===== config.mk =====
export PLATFORM = sky130hd
export DESIGN_NAME = alu_issue_ctrl
export DESIGN_NICKNAME = d
export VERILOG_FILES = /design/src/rtl/alu_defs.sv /design/src/rtl/alu_op_decoder.sv /design/src/rtl/alu_issue_ctrl.sv
export SDC_FILE = /design/constraint.sdc
export NUM_CORES = 1
export LEC_CHECK = 0
export ABC_AREA = 1
export BUFFER_PORTS_ARGS = -buffer_cell sky130_fd_sc_hd__buf_2
export CAP_MARGIN = 20
export CORE_MARGIN = 4
export CORE_UTILIZATION = 55
export CTS_BUF_LIST = sky130_fd_sc_hd__clkbuf_8 sky130_fd_sc_hd__clkbuf_16
export CTS_CLUSTER_DIAMETER = 60
export DETAILED_ROUTE_END_ITERATION = 6
export GPL_ROUTABILITY_DRIVEN = 0
export HOLD_SLACK_MARGIN = 0.03
export PLACE_DENSITY = 0.84
export REMOVE_ABC_BUFFERS = 1
export SLEW_MARGIN = 40
export SYNTH_ARGS = -nofsm -noshare
export SYNTH_HDL_FRONTEND = slang
export SYNTH_SLANG_ARGS = --single-unit

===== constraint.sdc =====
create_clock -name clk -period 15.8 [get_ports clk]
set_clock_uncertainty 0.2 [all_clocks]
set_input_delay 1.58 -clock clk [delete_from_list [all_inputs] [get_ports clk]]
set_output_delay 1.58 -clock clk [all_outputs]
set_load 0.05 [all_outputs]

===== src/rtl/alu_defs.sv =====
// Shared encodings for the execute-stage issue controller: ALU opcodes,
// RV32I major opcodes and branch funct3 values, plus decoder select types.
package alu_defs;

  localparam logic [3:0] ALU_ADD  = 4'b0000;
  localparam logic [3:0] ALU_SUB  = 4'b0001;
  localparam logic [3:0] ALU_AND  = 4'b0010;
  localparam logic [3:0] ALU_OR   = 4'b0011;
  localparam logic [3:0] ALU_XOR  = 4'b0100;
  localparam logic [3:0] ALU_SLTU = 4'b0101;
  localparam logic [3:0] ALU_SLT  = 4'b0110;
  localparam logic [3:0] ALU_SLL  = 4'b0111;
  localparam logic [3:0] ALU_SRL  = 4'b1000;
  localparam logic [3:0] ALU_SRA  = 4'b1001;

  localparam logic [6:0] OPC_OP     = 7'b0110011;
  localparam logic [6:0] OPC_OPIMM  = 7'b0010011;
  localparam logic [6:0] OPC_BRANCH = 7'b1100011;
  localparam logic [6:0] OPC_LUI    = 7'b0110111;
  localparam logic [6:0] OPC_AUIPC  = 7'b0010111;

  localparam logic [6:0] F7_BASE = 7'b0000000;
  localparam logic [6:0] F7_ALT  = 7'b0100000;

  localparam logic [2:0] F3_BEQ  = 3'b000;
  localparam logic [2:0] F3_BNE  = 3'b001;
  localparam logic [2:0] F3_BLT  = 3'b100;
  localparam logic [2:0] F3_BGE  = 3'b101;
  localparam logic [2:0] F3_BLTU = 3'b110;
  localparam logic [2:0] F3_BGEU = 3'b111;

  typedef enum logic [1:0] {SEL0_RS1, SEL0_PC, SEL0_ZERO} sel_in0_e;
  typedef enum logic {SEL1_RS2, SEL1_IMM} sel_in1_e;

  // Signed and unsigned compares share LT/GE: the ALU op already picks signedness.
  typedef enum logic [2:0] {BR_NONE, BR_EQ, BR_NE, BR_LT, BR_GE} br_type_e;

endpackage


===== src/rtl/alu_op_decoder.sv =====
// Combinational RV32I decode into ALU opcode, operand selects, immediates,
// write enable and branch type; unsupported encodings collapse to a zero ADD.
module alu_op_decoder
  import alu_defs::*;
#(
  parameter int XLEN = 32
) (
  input  logic [31:0]     instr_i,
  output logic [3:0]      alu_op_o,
  output sel_in0_e        sel_in0_o,
  output sel_in1_e        sel_in1_o,
  output logic [XLEN-1:0] imm_o,
  output logic [XLEN-1:0] imm_b_o,
  output logic [4:0]      rd_o,
  output logic            we_o,
  output br_type_e        br_type_o,
  output logic            illegal_o
);

  logic [6:0] opcode;
  logic [6:0] funct7;
  logic [2:0] funct3;

  assign opcode  = instr_i[6:0];
  assign funct3  = instr_i[14:12];
  assign funct7  = instr_i[31:25];
  assign rd_o    = instr_i[11:7];
  assign imm_b_o = XLEN'($signed({instr_i[31], instr_i[7], instr_i[30:25], instr_i[11:8], 1'b0}));

  always_comb begin
    alu_op_o  = ALU_ADD;
    sel_in0_o = SEL0_ZERO;
    sel_in1_o = SEL1_IMM;
    imm_o     = '0;
    we_o      = 1'b0;
    br_type_o = BR_NONE;
    illegal_o = 1'b0;
    case (opcode)
      OPC_OP: begin
        sel_in0_o = SEL0_RS1;
        sel_in1_o = SEL1_RS2;
        we_o      = 1'b1;
        if (funct7 == F7_BASE) begin
          case (funct3)
            3'b000:  alu_op_o = ALU_ADD;
            3'b001:  alu_op_o = ALU_SLL;
            3'b010:  alu_op_o = ALU_SLT;
            3'b011:  alu_op_o = ALU_SLTU;
            3'b100:  alu_op_o = ALU_XOR;
            3'b101:  alu_op_o = ALU_SRL;
            3'b110:  alu_op_o = ALU_OR;
            default: alu_op_o = ALU_AND;
          endcase
        end else if (funct7 == F7_ALT && funct3 == 3'b000) begin
          alu_op_o = ALU_SUB;
        end else if (funct7 == F7_ALT && funct3 == 3'b101) begin
          alu_op_o = ALU_SRA;
        end else begin
          illegal_o = 1'b1;
        end
      end
      OPC_OPIMM: begin
        sel_in0_o = SEL0_RS1;
        we_o      = 1'b1;
        imm_o     = XLEN'($signed(instr_i[31:20]));
        case (funct3)
          3'b000: alu_op_o = ALU_ADD;
          3'b010: alu_op_o = ALU_SLT;
          3'b011: alu_op_o = ALU_SLTU;
          3'b100: alu_op_o = ALU_XOR;
          3'b110: alu_op_o = ALU_OR;
          3'b111: alu_op_o = ALU_AND;
          3'b001: begin
            imm_o    = XLEN'(instr_i[24:20]);
            alu_op_o = ALU_SLL;
            if (funct7 != F7_BASE) illegal_o = 1'b1;
          end
          default: begin
            imm_o = XLEN'(instr_i[24:20]);
            if (funct7 == F7_BASE)     alu_op_o = ALU_SRL;
            else if (funct7 == F7_ALT) alu_op_o = ALU_SRA;
            else                       illegal_o = 1'b1;
          end
        endcase
      end
      OPC_LUI, OPC_AUIPC: begin
        sel_in0_o = (opcode == OPC_AUIPC) ? SEL0_PC : SEL0_ZERO;
        imm_o     = XLEN'($signed({instr_i[31:12], 12'h000}));
        we_o      = 1'b1;
      end
      OPC_BRANCH: begin
        sel_in0_o = SEL0_RS1;
        sel_in1_o = SEL1_RS2;
        case (funct3)
          F3_BEQ:  begin alu_op_o = ALU_SUB;  br_type_o = BR_EQ; end
          F3_BNE:  begin alu_op_o = ALU_SUB;  br_type_o = BR_NE; end
          F3_BLT:  begin alu_op_o = ALU_SLT;  br_type_o = BR_LT; end
          F3_BGE:  begin alu_op_o = ALU_SLT;  br_type_o = BR_GE; end
          F3_BLTU: begin alu_op_o = ALU_SLTU; br_type_o = BR_LT; end
          F3_BGEU: begin alu_op_o = ALU_SLTU; br_type_o = BR_GE; end
          default: illegal_o = 1'b1;
        endcase
      end
      default: illegal_o = 1'b1;
    endcase
    // Illegal records still flow downstream, but as a harmless 0 + 0 with no write.
    if (illegal_o) begin
      alu_op_o  = ALU_ADD;
      sel_in0_o = SEL0_ZERO;
      sel_in1_o = SEL1_IMM;
      imm_o     = '0;
      we_o      = 1'b0;
      br_type_o = BR_NONE;
    end
  end

endmodule


===== src/rtl/alu_issue_ctrl.sv =====
// Execute-stage issue controller: decodes into an issue register that drives the
// external ALU, then captures the ALU return and branch outcome for writeback.
module alu_issue_ctrl
  import alu_defs::*;
#(
  parameter int              XLEN         = 32,
  parameter logic [XLEN-1:0] RESET_PC_TAG = '0
) (
  input  logic            clk,
  input  logic            rst,
  input  logic            in_valid,
  output logic            in_ready,
  input  logic [31:0]     instr,
  input  logic [XLEN-1:0] pc,
  input  logic [XLEN-1:0] rs1_data,
  input  logic [XLEN-1:0] rs2_data,
  output logic [XLEN-1:0] alu_in0,
  output logic [XLEN-1:0] alu_in1,
  output logic [3:0]      alu_op,
  input  logic [XLEN-1:0] alu_result,
  input  logic            alu_zero,
  output logic            out_valid,
  input  logic            out_ready,
  output logic [XLEN-1:0] out_result,
  output logic [4:0]      out_rd,
  output logic            out_we,
  output logic [XLEN-1:0] out_pc,
  output logic            branch_taken,
  output logic [XLEN-1:0] branch_target,
  output logic            illegal
);

  logic [3:0]      decOp;
  sel_in0_e        decSel0;
  sel_in1_e        decSel1;
  logic [XLEN-1:0] decImm, decImmB, in0Sel, in1Sel;
  logic [4:0]      decRd;
  logic            decWe, decIllegal;
  br_type_e        decBr;

  logic            aValid_q, aValid_d, bValid_q, bValid_d;
  logic [XLEN-1:0] aIn0_q, aIn1_q, aPc_q, aImmB_q;
  logic [3:0]      aOp_q;
  logic [4:0]      aRd_q, bRd_q;
  logic            aWe_q, aIllegal_q, bWe_q, bIllegal_q, bTaken_q;
  br_type_e        aBr_q;
  logic [XLEN-1:0] bResult_q, bPc_q, bTarget_q;
  logic            bFree, accept, aAdvance, takenNow;

  alu_op_decoder #(.XLEN(XLEN)) u_decoder (
    .instr_i   (instr),
    .alu_op_o  (decOp),
    .sel_in0_o (decSel0),
    .sel_in1_o (decSel1),
    .imm_o     (decImm),
    .imm_b_o   (decImmB),
    .rd_o      (decRd),
    .we_o      (decWe),
    .br_type_o (decBr),
    .illegal_o (decIllegal)
  );

  always_comb begin
    case (decSel0)
      SEL0_RS1: in0Sel = rs1_data;
      SEL0_PC:  in0Sel = pc;
      default:  in0Sel = '0;
    endcase
    in1Sel = (decSel1 == SEL1_RS2) ? rs2_data : decImm;
  end

  assign bFree    = !bValid_q || out_ready;
  assign in_ready = !aValid_q || bFree;
  assign accept   = in_valid && in_ready;
  assign aAdvance = aValid_q && bFree;

  always_comb begin
    aValid_d = aValid_q;
    if (accept)        aValid_d = 1'b1;
    else if (aAdvance) aValid_d = 1'b0;
    bValid_d = bValid_q;
    if (aAdvance)       bValid_d = 1'b1;
    else if (out_ready) bValid_d = 1'b0;
  end

  always_comb begin
    case (aBr_q)
      BR_EQ:   takenNow = alu_zero;
      BR_NE:   takenNow = !alu_zero;
      BR_LT:   takenNow = alu_result[0];
      BR_GE:   takenNow = !alu_result[0];
      default: takenNow = 1'b0;
    endcase
  end

  always_ff @(posedge clk or posedge rst) begin
    if (rst) begin
      aValid_q   <= 1'b0;
      aIn0_q     <= '0;
      aIn1_q     <= '0;
      aOp_q      <= ALU_ADD;
      aRd_q      <= '0;
      aWe_q      <= 1'b0;
      aBr_q      <= BR_NONE;
      aPc_q      <= '0;
      aImmB_q    <= '0;
      aIllegal_q <= 1'b0;
    end else begin
      aValid_q <= aValid_d;
      if (accept) begin
        aIn0_q     <= in0Sel;
        aIn1_q     <= in1Sel;
        aOp_q      <= decOp;
        aRd_q      <= decRd;
        aWe_q      <= decWe && (decRd != 5'd0);
        aBr_q      <= decBr;
        aPc_q      <= pc;
        aImmB_q    <= decImmB;
        aIllegal_q <= decIllegal;
      end
    end
  end

  always_ff @(posedge clk or posedge rst) begin
    if (rst) begin
      bValid_q   <= 1'b0;
      bResult_q  <= '0;
      bRd_q      <= '0;
      bWe_q      <= 1'b0;
      bPc_q      <= RESET_PC_TAG;
      bTaken_q   <= 1'b0;
      bTarget_q  <= '0;
      bIllegal_q <= 1'b0;
    end else begin
      bValid_q <= bValid_d;
      if (aAdvance) begin
        bResult_q  <= alu_result;
        bRd_q      <= aRd_q;
        bWe_q      <= aWe_q;
        bPc_q      <= aPc_q;
        bTaken_q   <= takenNow;
        bTarget_q  <= aPc_q + aImmB_q;
        bIllegal_q <= aIllegal_q;
      end
    end
  end

  assign alu_in0       = aIn0_q;
  assign alu_in1       = aIn1_q;
  assign alu_op        = aOp_q;
  assign out_valid     = bValid_q;
  assign out_result    = bResult_q;
  assign out_rd        = bRd_q;
  assign out_we        = bWe_q;
  assign out_pc        = bPc_q;
  assign branch_taken  = bTaken_q;
  assign branch_target = bTarget_q;
  assign illegal       = bIllegal_q;

endmodule


==> metrics.md <==
| Metric | Value |
|---|---|
| CTS Buf Count | `24` |
| Placed instance area | `0.0134 mm^2` |
| Reg clk slew, reported paths | `0.06 ns` |
| Crit Reg-Reg Startpoint | `aImmB_q[12]` |
| Area leader, netlist | `dfrtp_1` |
| Slowest CP cell | `buf_2` |
| Chip width | `153 um` |
| Register-to-register setup slack | `12.96 ns` |
| Drt drc | `0` |
| Synth Instances | `1550` |
| Biggest cell delay along the critical path | `0.26 ns` |
| Final-report setup violation count | `0` |
| Layout cells sized above 1 | `22.8%` |
| Critical path required time | `14.02 ns` |
| Synth Register Bits | `222` |
| DIE AREA | `0.0234 mm^2` |
| Cell family with most CP delay | `buffers and inverters` |
| Area growth syn-to-layout | `23.0%` |
| Port bufs | `338` |
| IO Count | `339` |
| Vias | `11.4k` |
| Antenna-violating nets left | `0` |
| Core Area | `0.0205 mm^2` |
| Final worst path period need | `3.93 ns` |
| Crit path DAT | `2.15 ns` |
| Max cap viols | `0` |
| Hold path start | `alu_in0[31]` |
| Capturing point of the worst reg2reg path | `branch_target[14]` |
| Synth top area cells | `dfrtp_1, nand2_1, o21ai_0` |
| Antenna violations before repair | `0` |
| Via/cell ratio | `5.35` |
| Final Util | `69.5%` |
| Post_cts resized | `0` |
| CTS tree | `done` |
| Final cell count without fillers | `2140` |
| WL final | `34700 um` |
| First-pass GRT wire length | `56000 um` |
| Synthesized area | `0.0116 mm^2` |
| Crit path capture type | `primary output` |
| Syn. warnings | `0` |
| Synth unique cells | `43` |
| DPL Wire Length | `24800 um` |
| Final hold violations | `0` |
| Vias in the first global route | `11.2k` |
| Global-route usage over all layers | `28.9%` |
| Min-delay worst type | `flip-flop to flip-flop` |
| Initial Util | `56.5%` |
| Clock buffer depth | `3` |
| R2R cell count | `8` |
| DRT iter0 DRCs | `945` |
| Placed insts | `2097` |
| Kind of critical path | `input pin to primary output` |
| DR WL/cell | `16.2 um` |
| Peak supply drop | `0.0000809 V` |
| CTS root buffer | `clkbuf_16` |
| H-Tree Depth | `1` |
| Overflow after GRT | `0` |
| Status | `finished clean` |
| RSZ-0062 raised after global routing | `false` |
| Mapped Avg Cell Area | `7.47 um^2` |
| Hold WS | `0.273 ns` |
| Leakage | `0.00818 uW` |
| CP Launch Type | `input pin` |
| Tcrit/Tclk final | `24.8%` |
| Clk sink count | `222` |
| Die Y | `153 um` |
| Power per cell area | `154 mW/mm^2` |
| Final net count | `2049` |
| Sequential fraction of the synthesis area | `48.0%` |
| Antenna fix cells | `0` |
| Worst hold stages | `2` |
| Hold path endpoint | `alu_in0[31]` |
| Hold Buf Count CTS | `0` |
| Number of enable flip-flop cells after synthesis | `0` |
| Clock Latency Late Sink | `0.52 ns` |
| Cell area after layout | `0.0142 mm^2` |
| CP bufs+invs | `3` |
| Slew Viols, Final | `0` |
| Row cnt | `52` |
| Crit path max fanout | `3` |
| Worst-margin pin slew | `0.834 ns` |
| Largest net degree at the start of global routing | `153` |
| Main synth FF type | `dfrtp_1` |
| Setup TNS Final | `0 ns` |
| Max Fclk | `255 MHz` |
| Post-CTS Setup Repair Bufs | `0` |
| DR pass1 iterations | `5` |
| Critical Path Most Common Cell | `buf_2` |
| Area share of the leading cell type in the synthesized netlist | `48.0%` |
| Worst relative slew slack | `44.4%` |
| Async set-reset flop share out of synthesis | `100%` |
| Worst-path cell chain | `buf_2, inv_1, nand3_1, buf_2` |
==> per-layer routing <==
layer	vias to the layer above	track usage [%]	routed length [um]	part of all wire, %
met5	-	0	0	0
met4	0	8.95	1090	3.1
met3	74	5.37	2920	8.4
met2	550	48.4	16400	47
met1	5293	38.4	14300	41
li1	5527	-	-	-
==> through the flow <==
stage | total power [uW] | setup WS, ns
6_report | 2190 | 11.87
5_1_grt | 2310 | 11.82
4_1_cts | 2200 | 11.88
3_5_place_dp | 1610 | 11.88
3_3_place_gp | 1590 | 11.90
2_1_floorplan | 1380 | 7.94
==> worst reg2reg max path: stages (launching register included) <==
cell,delay (ns)
dfrtp_1,0.88
ha_1,0.43
a21oi_1,0.25
o21ai_0,0.20
a21oi_1,0.17
nand2_1,0.15
or2_2,0.30
nand3_1,0.09
nand2_1,0.06
==> logic make-up after synthesis <==
family                     Yosys count  share of synthesized area, %
xor gates and xnor gates            12                         0.908
buffers and inverters              175                          6.29
AOI/OAI and AO/OA                  163                          7.77
adders and majority gates           31                          3.42
DFF                                222                          48.0
and+or+nand+nor                    947                          33.6
==> cell type report <==
class                      count  area (um^2)
clock buffer                  33          736
clock inverter                10          106
fill                        1777         6260
inverter                     108          428
multi-input combinational   1153         5320
sequential                   222         5560
tap                          270          338
timing repair buffer         344         1760
==> placed cells by master, fill, tap and decap left out, types with 3 or more instances in the layout <==
cell type | Yosys | routed
a21oi_1 | 48 | 48
clkbuf_8 | 0 | 8
nand2_2 | 3 | 3
o21ai_1 | 3 | 3
nand4_1 | 40 | 40
xnor2_1 | 9 | 9
o21ai_0 | 81 | 81
nor2_2 | 12 | 12
nand3b_1 | 4 | 4
nand2_4 | 2 | 4
inv_1 | 100 | 100
clkbuf_16 | 0 | 25
nor2_4 | 4 | 4
ha_1 | 30 | 30
nor2_1 | 54 | 54
a31oi_1 | 4 | 4
dfrtp_1 | 222 | 222
nor3_1 | 5 | 5
inv_2 | 6 | 6
buf_2 | 12 | 338
o211ai_1 | 20 | 20
xor2_1 | 3 | 3
clkinv_2 | 0 | 4
nand3_1 | 64 | 63
buf_6 | 2 | 3
nand2_1 | 750 | 748
==> sequential cells by signal, indices dropped and copies added (netlist names), 3 cells and up <==
name	cells
aPc_q	32
alu_in0	32
alu_in1	32
out_pc	32
out_result	32
branch_target	31
aImmB_q	8
out_rd	5
aRd_q	4
alu_op	4
aBr_q	3
==> synthesized netlist by cell type, types with 8 or more instances <==
cell type,count
nor2_2,12
clkbuf_1,38
nand4_1,40
xnor2_1,9
nor2_1,54
nand3_1,64
buf_1,8
a21oi_1,48
dfrtp_1,222
o21ai_0,81
o211ai_1,20
nand2_1,750
ha_1,30
buf_2,12
inv_1,100
==> where the power goes <==
part,switching [uW],total (uW),internal (uW)
clock network,229,586,357
logic,652,854,202
registers,72.5,753,681
total,954,2190,1240
==> worst max-delay path by stage <==
stage               startpoint  endpoint  cells after the start
floorplan                  rst  aBr_q[0]                      1
global placement     out_ready  in_ready                      4
detailed placement   out_ready  in_ready                      4
CTS                  out_ready  in_ready                      4
global route         out_ready  in_ready                      4
finish               out_ready  in_ready                      4
Power figures use the tool's default switching activity.
